[config.mk]
export PLATFORM = sky130hd
export DESIGN_NAME = commit_trace_buffer
export DESIGN_NICKNAME = d
export VERILOG_FILES = /design/src/rtl/trace_pkg.sv /design/src/rtl/trace_ram.sv /design/src/rtl/commit_trace_buffer.sv
export SDC_FILE = /design/constraint.sdc
export NUM_CORES = 1
export LEC_CHECK = 0
export CAP_MARGIN = 15
export CORE_MARGIN = 2
export CORE_UTILIZATION = 50
export DETAILED_ROUTE_END_ITERATION = 10
export HOLD_SLACK_MARGIN = 0.1
export PLACE_DENSITY = 0.76
export REMOVE_ABC_BUFFERS = 1
export SLEW_MARGIN = 20
export SYNTH_ARGS = -nofsm -noshare
export SYNTH_HDL_FRONTEND = slang
export SYNTH_SLANG_ARGS = --single-unit
[constraint.sdc]
create_clock -name clk -period 10.9 [get_ports clk]
set_input_delay 2.725 -clock clk [delete_from_list [all_inputs] [get_ports clk]]
set_output_delay 2.725 -clock clk [all_outputs]
set_load 0.02 [all_outputs]
[src/rtl/trace_pkg.sv]
// Shared types for the commit trace buffer: FSM state, record layout and record width helper.
package trace_pkg;

  typedef enum logic [1:0] {
    IDLE  = 2'd0,
    ARMED = 2'd1,
    DONE  = 2'd2
  } trace_state_t;

  localparam int unsigned TRACE_XLEN  = 32;
  localparam int unsigned TRACE_SEQ_W = 16;
  localparam int unsigned INS_W       = 32;
  localparam int unsigned RD_W        = 5;

  // Field order matches the packed record word stored in trace_ram (pc in the MSBs).
  typedef struct packed {
    logic [TRACE_XLEN-1:0]  pc;
    logic [INS_W-1:0]       ins;
    logic [RD_W-1:0]        rd;
    logic                   wen;
    logic [TRACE_XLEN-1:0]  wdata;
    logic [TRACE_SEQ_W-1:0] seq;
  } trace_rec_t;

  function automatic int unsigned rec_w(input int unsigned xlen, input int unsigned seq_w);
    return 2 * xlen + INS_W + RD_W + 1 + seq_w;
  endfunction

  localparam int unsigned REC_W = rec_w(TRACE_XLEN, TRACE_SEQ_W);

endpackage

[src/rtl/trace_ram.sv]
// Record storage: one synchronous write port, one asynchronous read port.
module trace_ram #(
  parameter int unsigned DEPTH = 16,
  parameter int unsigned WIDTH = 8
) (
  input  logic                     clk,
  input  logic                     we,
  input  logic [$clog2(DEPTH)-1:0] waddr,
  input  logic [WIDTH-1:0]         wdata,
  input  logic [$clog2(DEPTH)-1:0] raddr,
  output logic [WIDTH-1:0]         rdata
);

  logic [WIDTH-1:0] mem [DEPTH];

  always_ff @(posedge clk) begin
    if (we) mem[waddr] <= wdata;
  end

  assign rdata = mem[raddr];

endmodule

[src/rtl/commit_trace_buffer.sv]
// Captures one retirement record per committed instruction into a circular buffer
// with halt-PC trigger, stop-on-full or wrap-around, and an FWFT readout port.
module commit_trace_buffer
  import trace_pkg::*;
#(
  parameter int unsigned XLEN      = 32,
  parameter int unsigned DEPTH     = 16,
  parameter int unsigned SEQ_W     = 16,
  parameter int unsigned WRAP_MODE = 0,
  parameter int unsigned FILTER_X0 = 1
) (
  input  logic                       clk,
  input  logic                       rst,
  input  logic                       arm,
  input  logic                       halt_en,
  input  logic [XLEN-1:0]            halt_pc,
  input  logic                       commit_valid,
  input  logic [XLEN-1:0]            commit_pc,
  input  logic [31:0]                commit_ins,
  input  logic [4:0]                 commit_rd,
  input  logic                       commit_wen,
  input  logic [XLEN-1:0]            commit_wdata,
  output logic                       out_valid,
  input  logic                       out_ready,
  output logic [XLEN-1:0]            out_pc,
  output logic [31:0]                out_ins,
  output logic [4:0]                 out_rd,
  output logic                       out_wen,
  output logic [XLEN-1:0]            out_wdata,
  output logic [SEQ_W-1:0]           out_seq,
  output logic [$clog2(DEPTH+1)-1:0] count,
  output logic                       capturing,
  output logic                       done,
  output logic                       overflow
);

  localparam int unsigned PTR_W = $clog2(DEPTH);
  localparam int unsigned CNT_W = $clog2(DEPTH + 1);
  localparam int unsigned W     = rec_w(XLEN, SEQ_W);
  localparam logic [CNT_W-1:0] FULL_CNT = CNT_W'(DEPTH);

  trace_state_t     state;
  logic [PTR_W-1:0] wr_ptr, rd_ptr;
  logic [CNT_W-1:0] cnt;
  logic [SEQ_W-1:0] seq;
  logic             done_q, ovf_q;

  logic [W-1:0]     wr_rec, rd_rec;
  logic             pop, push, full, store, drop, hit, rec_wen;

  logic [XLEN-1:0]  h_pc, h_wdata;
  logic [31:0]      h_ins;
  logic [4:0]       h_rd;
  logic             h_wen;
  logic [SEQ_W-1:0] h_seq;

  always_comb begin
    pop     = (cnt != '0) & out_ready;
    full    = (cnt == FULL_CNT);
    push    = (state == ARMED) & commit_valid & ~arm;
    drop    = push & full & ~pop & (WRAP_MODE == 0);
    store   = push & ~drop;
    hit     = push & halt_en & (commit_pc == halt_pc);
    rec_wen = commit_wen & ~((FILTER_X0 != 0) & (commit_rd == '0));
  end

  assign wr_rec = {commit_pc, commit_ins, commit_rd, rec_wen, commit_wdata, seq};

  trace_ram #(.DEPTH(DEPTH), .WIDTH(W)) u_ram (
    .clk   (clk),
    .we    (store),
    .waddr (wr_ptr),
    .wdata (wr_rec),
    .raddr (rd_ptr),
    .rdata (rd_rec)
  );

  always_ff @(posedge clk or negedge rst) begin
    if (!rst) begin
      state  <= IDLE;
      wr_ptr <= '0;
      rd_ptr <= '0;
      cnt    <= '0;
      seq    <= '0;
      done_q <= 1'b0;
      ovf_q  <= 1'b0;
    end else if (arm) begin
      state  <= ARMED;
      wr_ptr <= '0;
      rd_ptr <= '0;
      cnt    <= '0;
      seq    <= '0;
      done_q <= 1'b0;
      ovf_q  <= 1'b0;
    end else begin
      if (store) begin
        wr_ptr <= wr_ptr + 1'b1;
        seq    <= seq + 1'b1;
      end
      // An overwrite at full (wrap mode, no pop) retires the oldest record like a pop.
      if (pop | (store & full)) rd_ptr <= rd_ptr + 1'b1;
      if (store & ~pop & ~full)  cnt <= cnt + 1'b1;
      else if (pop & ~store)     cnt <= cnt - 1'b1;
      if (push & full & ~pop) ovf_q <= 1'b1;
      if (drop | hit) begin
        state  <= DONE;
        done_q <= 1'b1;
      end
    end
  end

  assign {h_pc, h_ins, h_rd, h_wen, h_wdata, h_seq} = rd_rec;

  assign out_valid = (cnt != '0);
  assign out_pc    = out_valid ? h_pc    : '0;
  assign out_ins   = out_valid ? h_ins   : '0;
  assign out_rd    = out_valid ? h_rd    : '0;
  assign out_wen   = out_valid ? h_wen   : 1'b0;
  assign out_wdata = out_valid ? h_wdata : '0;
  assign out_seq   = out_valid ? h_seq   : '0;
  assign count     = cnt;
  assign capturing = (state == ARMED);
  assign done      = done_q;
  assign overflow  = ovf_q;

endmodule

# Word-level counts from Yosys, hierarchy flattened
# Memory sizes are Yosys's and may differ from the RTL's.
# Index checks and enable logic that the tools add are counted.
[word_totals]
out_inout_bits = 127
reg_bits = 33
in_bits = 140
ram_bits = 1888
word_cells = 67
n_memories = 1
[mem_list]
columns = ["memory", "words", "width", "rd", "rd_clocked_by_memory_dff", "wr", "line_no", "source"]
rows = [
  ["u_ram.mem", 16, 118, 1, 0, 1, "trace_ram.sv:14", "logic [WIDTH-1:0] mem [DEPTH];"],
]
[op_classes]
reduce_logical = 7
n_eq_ne = 3
n_addsub = 5
muxes = 23
bitwise_logic = 21
[ops]
columns = ["cell", "count"]
rows = [
  ["$mux 32", 3],
  ["$mux 16", 3],
  ["$eq 32x32->1", 1],
  ["$mux 5", 4],
  ["$add 16x1->16 const B", 1],
  ["$mux 4", 4],
  ["$and 1x1->1", 13],
  ["$add 4x1->4 const B", 2],
  ["$reduce_bool 2->1", 4],
  ["$mux 1", 7],
  ["$not 1->1", 6],
  ["$add 5x1->5 const B", 1],
  ["$eq 5x5->1 const B", 1],
  ["$logic_not 5->1", 1],
  ["$reduce_bool 5->1", 1],
  ["$sub 5x1->5 const B", 1],
  ["$mux 2", 2],
  ["$reduce_bool 3->1", 1],
  ["$eq 2x1->1 const B", 1],
  ["$or 1x1->1", 2],
]

# Depth between registers and ports, before layout
[logic_depth]
depth_word = 12
ltp_mapped = 9
ltp_nobuf = 9

# Hierarchy
# From an unflattened synthesis, not the netlist that was laid out.
[unflattened]
hier_cells = 3249
hier_area_um2 = 73364.1
[modules_own_cells]
columns = ["module", "n_inst", "cells_each", "seq_area_each_um2", "area_per_inst_um2"]
rows = [
  ["trace_ram", 1, 2898, 56694.4, 70431.3],
  ["commit_trace_buffer", 1, 351, 800.8, 2932.8],
]

# Worst setup path after synthesis
# No wires, ideal clock.
[synth_path]
path_type = "input-to-reg"
start = "input port out_ready"
end = "memory u_ram.mem[0][0] in the netlist's numbering (enable)"
arrival_ns = 6.596
path_stages = 5
slack_ns = 3.814
setup_time_ns = 0.490
required_time_ns = 10.410
path_cell_list = "clkbuf_1 nor2b_1 a21oi_1 nor3b_1 and2_1"
[synth_between]
elab_chain_cells = 7
[synth_rtl]
columns = ["element", "line_no", "source"]
rows = [
  ["start: declaration", "commit_trace_buffer.sv:24", "input logic out_ready,"],
  ["$and 1x1->1", "commit_trace_buffer.sv:58", "pop = (cnt != '0) & out_ready;"],
  ["$not 1->1", "commit_trace_buffer.sv:61", "drop = push & full & ~pop & (WRAP_MODE == 0);"],
  ["$and 1x1->1", "commit_trace_buffer.sv:61", ""],
  ["$not 1->1", "commit_trace_buffer.sv:62", "store = push & ~drop;"],
  ["$and 1x1->1", "commit_trace_buffer.sv:62", ""],
  ["$mux 1", "trace_ram.sv:17", "if (we) mem[waddr] <= wdata;"],
  ["$mux 1 (not written as such)", "trace_ram.sv:17", ""],
  ["end: declaration", "trace_ram.sv:14", ""],
]
# No other way between the ends.

# Final worst setup path
[layout_path]
start = "register rd_ptr[0]"
end = "output port out_ins[28]"
[layout_between]
elab_chain_cells = 2
[layout_rtl]
columns = ["element", "line_no", "source"]
rows = [
  ["start: declaration", "commit_trace_buffer.sv:43", "logic [PTR_W-1:0] wr_ptr, rd_ptr;"],
  ["start signal: assignment", "commit_trace_buffer.sv:101", "if (pop | (store & full)) rd_ptr <= rd_ptr + 1'b1;"],
  ["$mem_v2 16x118", "n/a", ""],
  ["$mux 32", "commit_trace_buffer.sv:116", "assign out_ins = out_valid ? h_ins : '0;"],
  ["end: declaration", "commit_trace_buffer.sv:26", "output logic [31:0] out_ins,"],
]
# No other way between the ends.

==> flow_summary_export.csv <==
group,metric,value,unit
grt,antenna_found_initial,14,
clocking,clock_sinks,1920,
floorplanning,die_x,388,µm
synthesis,yosysWarnings,0,
grt,grt_busiest_layer,"met2",
sta,slew_viol_final,0,
worst_setup_path,start_kind,"flop",
route,routedWlPerCell,30.5,µm
place,place_inst,5073,
worst_setup_path,critPathRequiredTime,8.18,ns
floorplanning,rows,140,
synthesis,yosys.area_share.xor_xnor,0.582,%
clocking,cts.clk_slew.worst_paths,0.06,ns
synthesis,synth_top_family_by_area,"multiplexers",
synthesis,synth_area_leaders,"edfxtp_1 (77%), mux4_2 (18%), and2_1 (1.1%)",
run_status,status,"finished, violations left",
route,via_per_inst,6.17,
route,num_vias,33400,
synthesis,avgSynthCellArea,24.6,µm²
worst_setup_path,r2r-end,"u_ram.mem[1][44]",
worst_setup_path,worstPathMaxFanout,92,
sta,min_period,7.69,ns
worst_setup_path,r2r_setup_slack,7.07,ns
synthesis,ys_seq_elements,1920,
clocking,clk_path_buf_depth,3,
min_path,holdPathStages,2,
layout,num-nets-final,3493,
run,drv_cap,0,
worst_setup_path,worstSetupPathType,"reg2out",
synthesis,yosys.area.top_type,"edfxtp_1",
worst_setup_path,crit_top_cell,"mux4_2",
worst_setup_path,reg2reg_depth,6,
clocking,cts_tree,"done",
synthesis,ys_types,47,
grt,grt_max_degree,122,
worst_setup_path,worst-endpoint-arrival,4.96,ns
grt,met3_usage,3.94,%
floorplanning,pin_count,267,
layout,final_core_util,58.0,%
worst_setup_path,cpPeakStageDelay,0.95,ns
synthesis,yosysMostFrequentCell,"edfxtp_1",
route,drtIter0Drc,3980,
synthesis,synth_area,0.0738,mm²
grt,met2_usage,35.9,%
synthesis,synth_ff_type,"edfxtp_1",
layout,drive_gt1_share,26.5,%
sta,rsz0062_at_grt,"no",
synthesis,netlist_instances,2995,
sta,hold_violations,0,
place,port_buffers,266,
sta,hold_ws,0.551,ns
grt,overflow,0,
synthesis,yosysSeqAreaShare,77.9,%
worst_setup_path,cp-end-kind,"output port",
clocking,cts_buffers,182,
worst_setup_path,critical-path-slowest-cell,"dfrtp_4",
min_path,min_to,"overflow",
run_status,violations,"design-rule violations",
sta,fmax,0.130,GHz
worst_setup_path,crit-reg2reg-launch,"state[1]",
synthesis,synthAdderAreaFrac,0.197,%
sta,slew_headroom,23.5,%
place,dp_hpwl,80.1,mm
power,peakVddDrop,157,µV
min_path,hp-start,"overflow",
floorplanning,start_util,50.5,%
grt,grt_use_met1,31.2,%
floorplanning,dieArea,0.151,mm²
sta,fin_skew,0.0299,ns
synthesis,muxShareOfSynthArea,18.1,%
route,routed_wl,165,mm
synthesis,synth_edf_count,1888,
synthesis,async_flop_share,1.67,%
synthesis,synthSimpleGateAreaFrac,1.84,%
clocking,cts_root_buffer,"clkbuf_16",
synthesis,yosysTopAreaCellShare,76.8,%
power,p_leak,25.7,nW
synthesis,synth_compound_area_share,0.253,%
layout,area_growth,14.9,%
layout,fin_cells,5415,
worst_setup_path,path_cells,"buf_4 > buf_12 > mux4_2 > mux4_2 > and2_1 > clkdlybuf4s50_1",
floorplanning,coreArea,0.146,mm²
sta,fin_crit_sh,70.5,%
clocking,clock_latency,0.82,ns
power,powerDensity,218,mW/mm²
route,antenna_left,0,
synthesis,ys_top_cells_by_count,"edfxtp_1 (1,888), mux4_2 (590), and2_1 (132)",
clocking,cts_hold_buffers,0,
floorplanning,die_h,388,µm
min_path,hold_class,"reg2reg",
clocking,htreeDepth,4,
grt,grt_pass1_vias,34400,
place,place_congestion,0.725,
clocking,post_cts_buffers,0,
grt,grt.total_usage,22.0,%
route,dr.pass1.iters,10,
clocking,cts_resized,0,
sta,setup_violations,0,
route,drt_drc_violations_left,2,
sta,tightest_slew,1.14,ns
grt,grt_pass1_wl,239,mm
## flip-flops by register name, summed over array words and instances, names as in the netlist
signal and count:
u_ram.mem 1888, seq 16, count 5, rd_ptr 4, wr_ptr 4, state 2, overflow 1
## per-stage QoR
step                cell area (µm²)  setup WS (ns)  setup TNS [ns]  power [mW]
floorplan                     73000         -11.16        -1346.73        12.1
finish                        84800           3.21               0        18.5
detailed placement            78700           3.95               0        12.3
global placement              78600           3.98               0        12.3
CTS                           84700           3.02               0        18.6
global route                  84700           2.88               0        19.1
## worst max-delay path, delay by kind of cell (launching register included)
| kind | cells | cell delay [ns] |
|---|---|---|
| and+or+nand+nor | 1 | 0.18 |
| buffers and inverters | 3 | 1.71 |
| DFF | 1 | 0.95 |
| muxes | 2 | 1.07 |
## logic make-up after synthesis
logic type / count (synthesis)
flip-flops: 1920
AO/OA/AOI/OAI: 28
multiplexers: 593
adder cells (fa/ha/maj): 11
XOR/XNOR: 49
AND/OR/NAND/NOR: 230
buffers and inverters: 164
## final cells by class
| type | instances | area (µm²) |
|---|---|---|
| fill | 10100 | 61300 |
| sequential | 1920 | 57500 |
| multi-input combinational | 911 | 15500 |
| clock buffer | 221 | 4810 |
| timing repair buffer | 316 | 3270 |
| tap | 1917 | 2400 |
| clock inverter | 115 | 1240 |
| inverter | 11 | 41.3 |
| antenna | 4 | 10.0 |
## metal layers
layer | part of all wire (%) | up-vias
met4 | 1.8 | 14
met1 | 40 | 18100
met2 | 50 | 1523
li1 | - | 13600
met5 | 0.060 | -
met3 | 7.5 | 232
## power breakdown
group / switching, mW / internal, mW
clock: 2.69 / 3.65
combinational: 1.92 / 1.88
sequential: 0.0942 / 8.22
## cell usage in the layout (no fill, tap or decap), drive strengths merged, types with 5 or more instances in the layout
| master | count |
|---|---|
| nor2 | 27 |
| xnor2 | 30 |
| buf | 51 |
| nand4 | 13 |
| bufinv | 21 |
| edfxtp | 1888 |
| a21oi | 8 |
| ha | 10 |
| dfrtp | 32 |
| clkinv | 78 |
| clkbuf | 221 |
| and2 | 132 |
| clkinvlp | 6 |
| clkdlybuf4s50 | 265 |
| o21ai | 5 |
| xor2 | 19 |
| inv | 21 |
| nand3 | 12 |
| nand2 | 15 |
| mux4 | 590 |
| nand2b | 6 |
## worst max path at each step
stage	startpoint	to	slack (ns)	depth (start not counted)
after floorplan	rd_ptr[0]	out_ins[0]	-11.16	3
after global placement	rd_ptr[0]	out_wdata[8]	3.98	6
after detailed placement	rd_ptr[0]	out_pc[17]	3.95	6
after CTS	rd_ptr[0]	out_pc[10]	3.02	6
after global routing	rd_ptr[0]	out_pc[10]	2.88	6
final	rd_ptr[0]	out_ins[28]	3.21	6
Note: power is estimated with default switching activity, not from simulation.
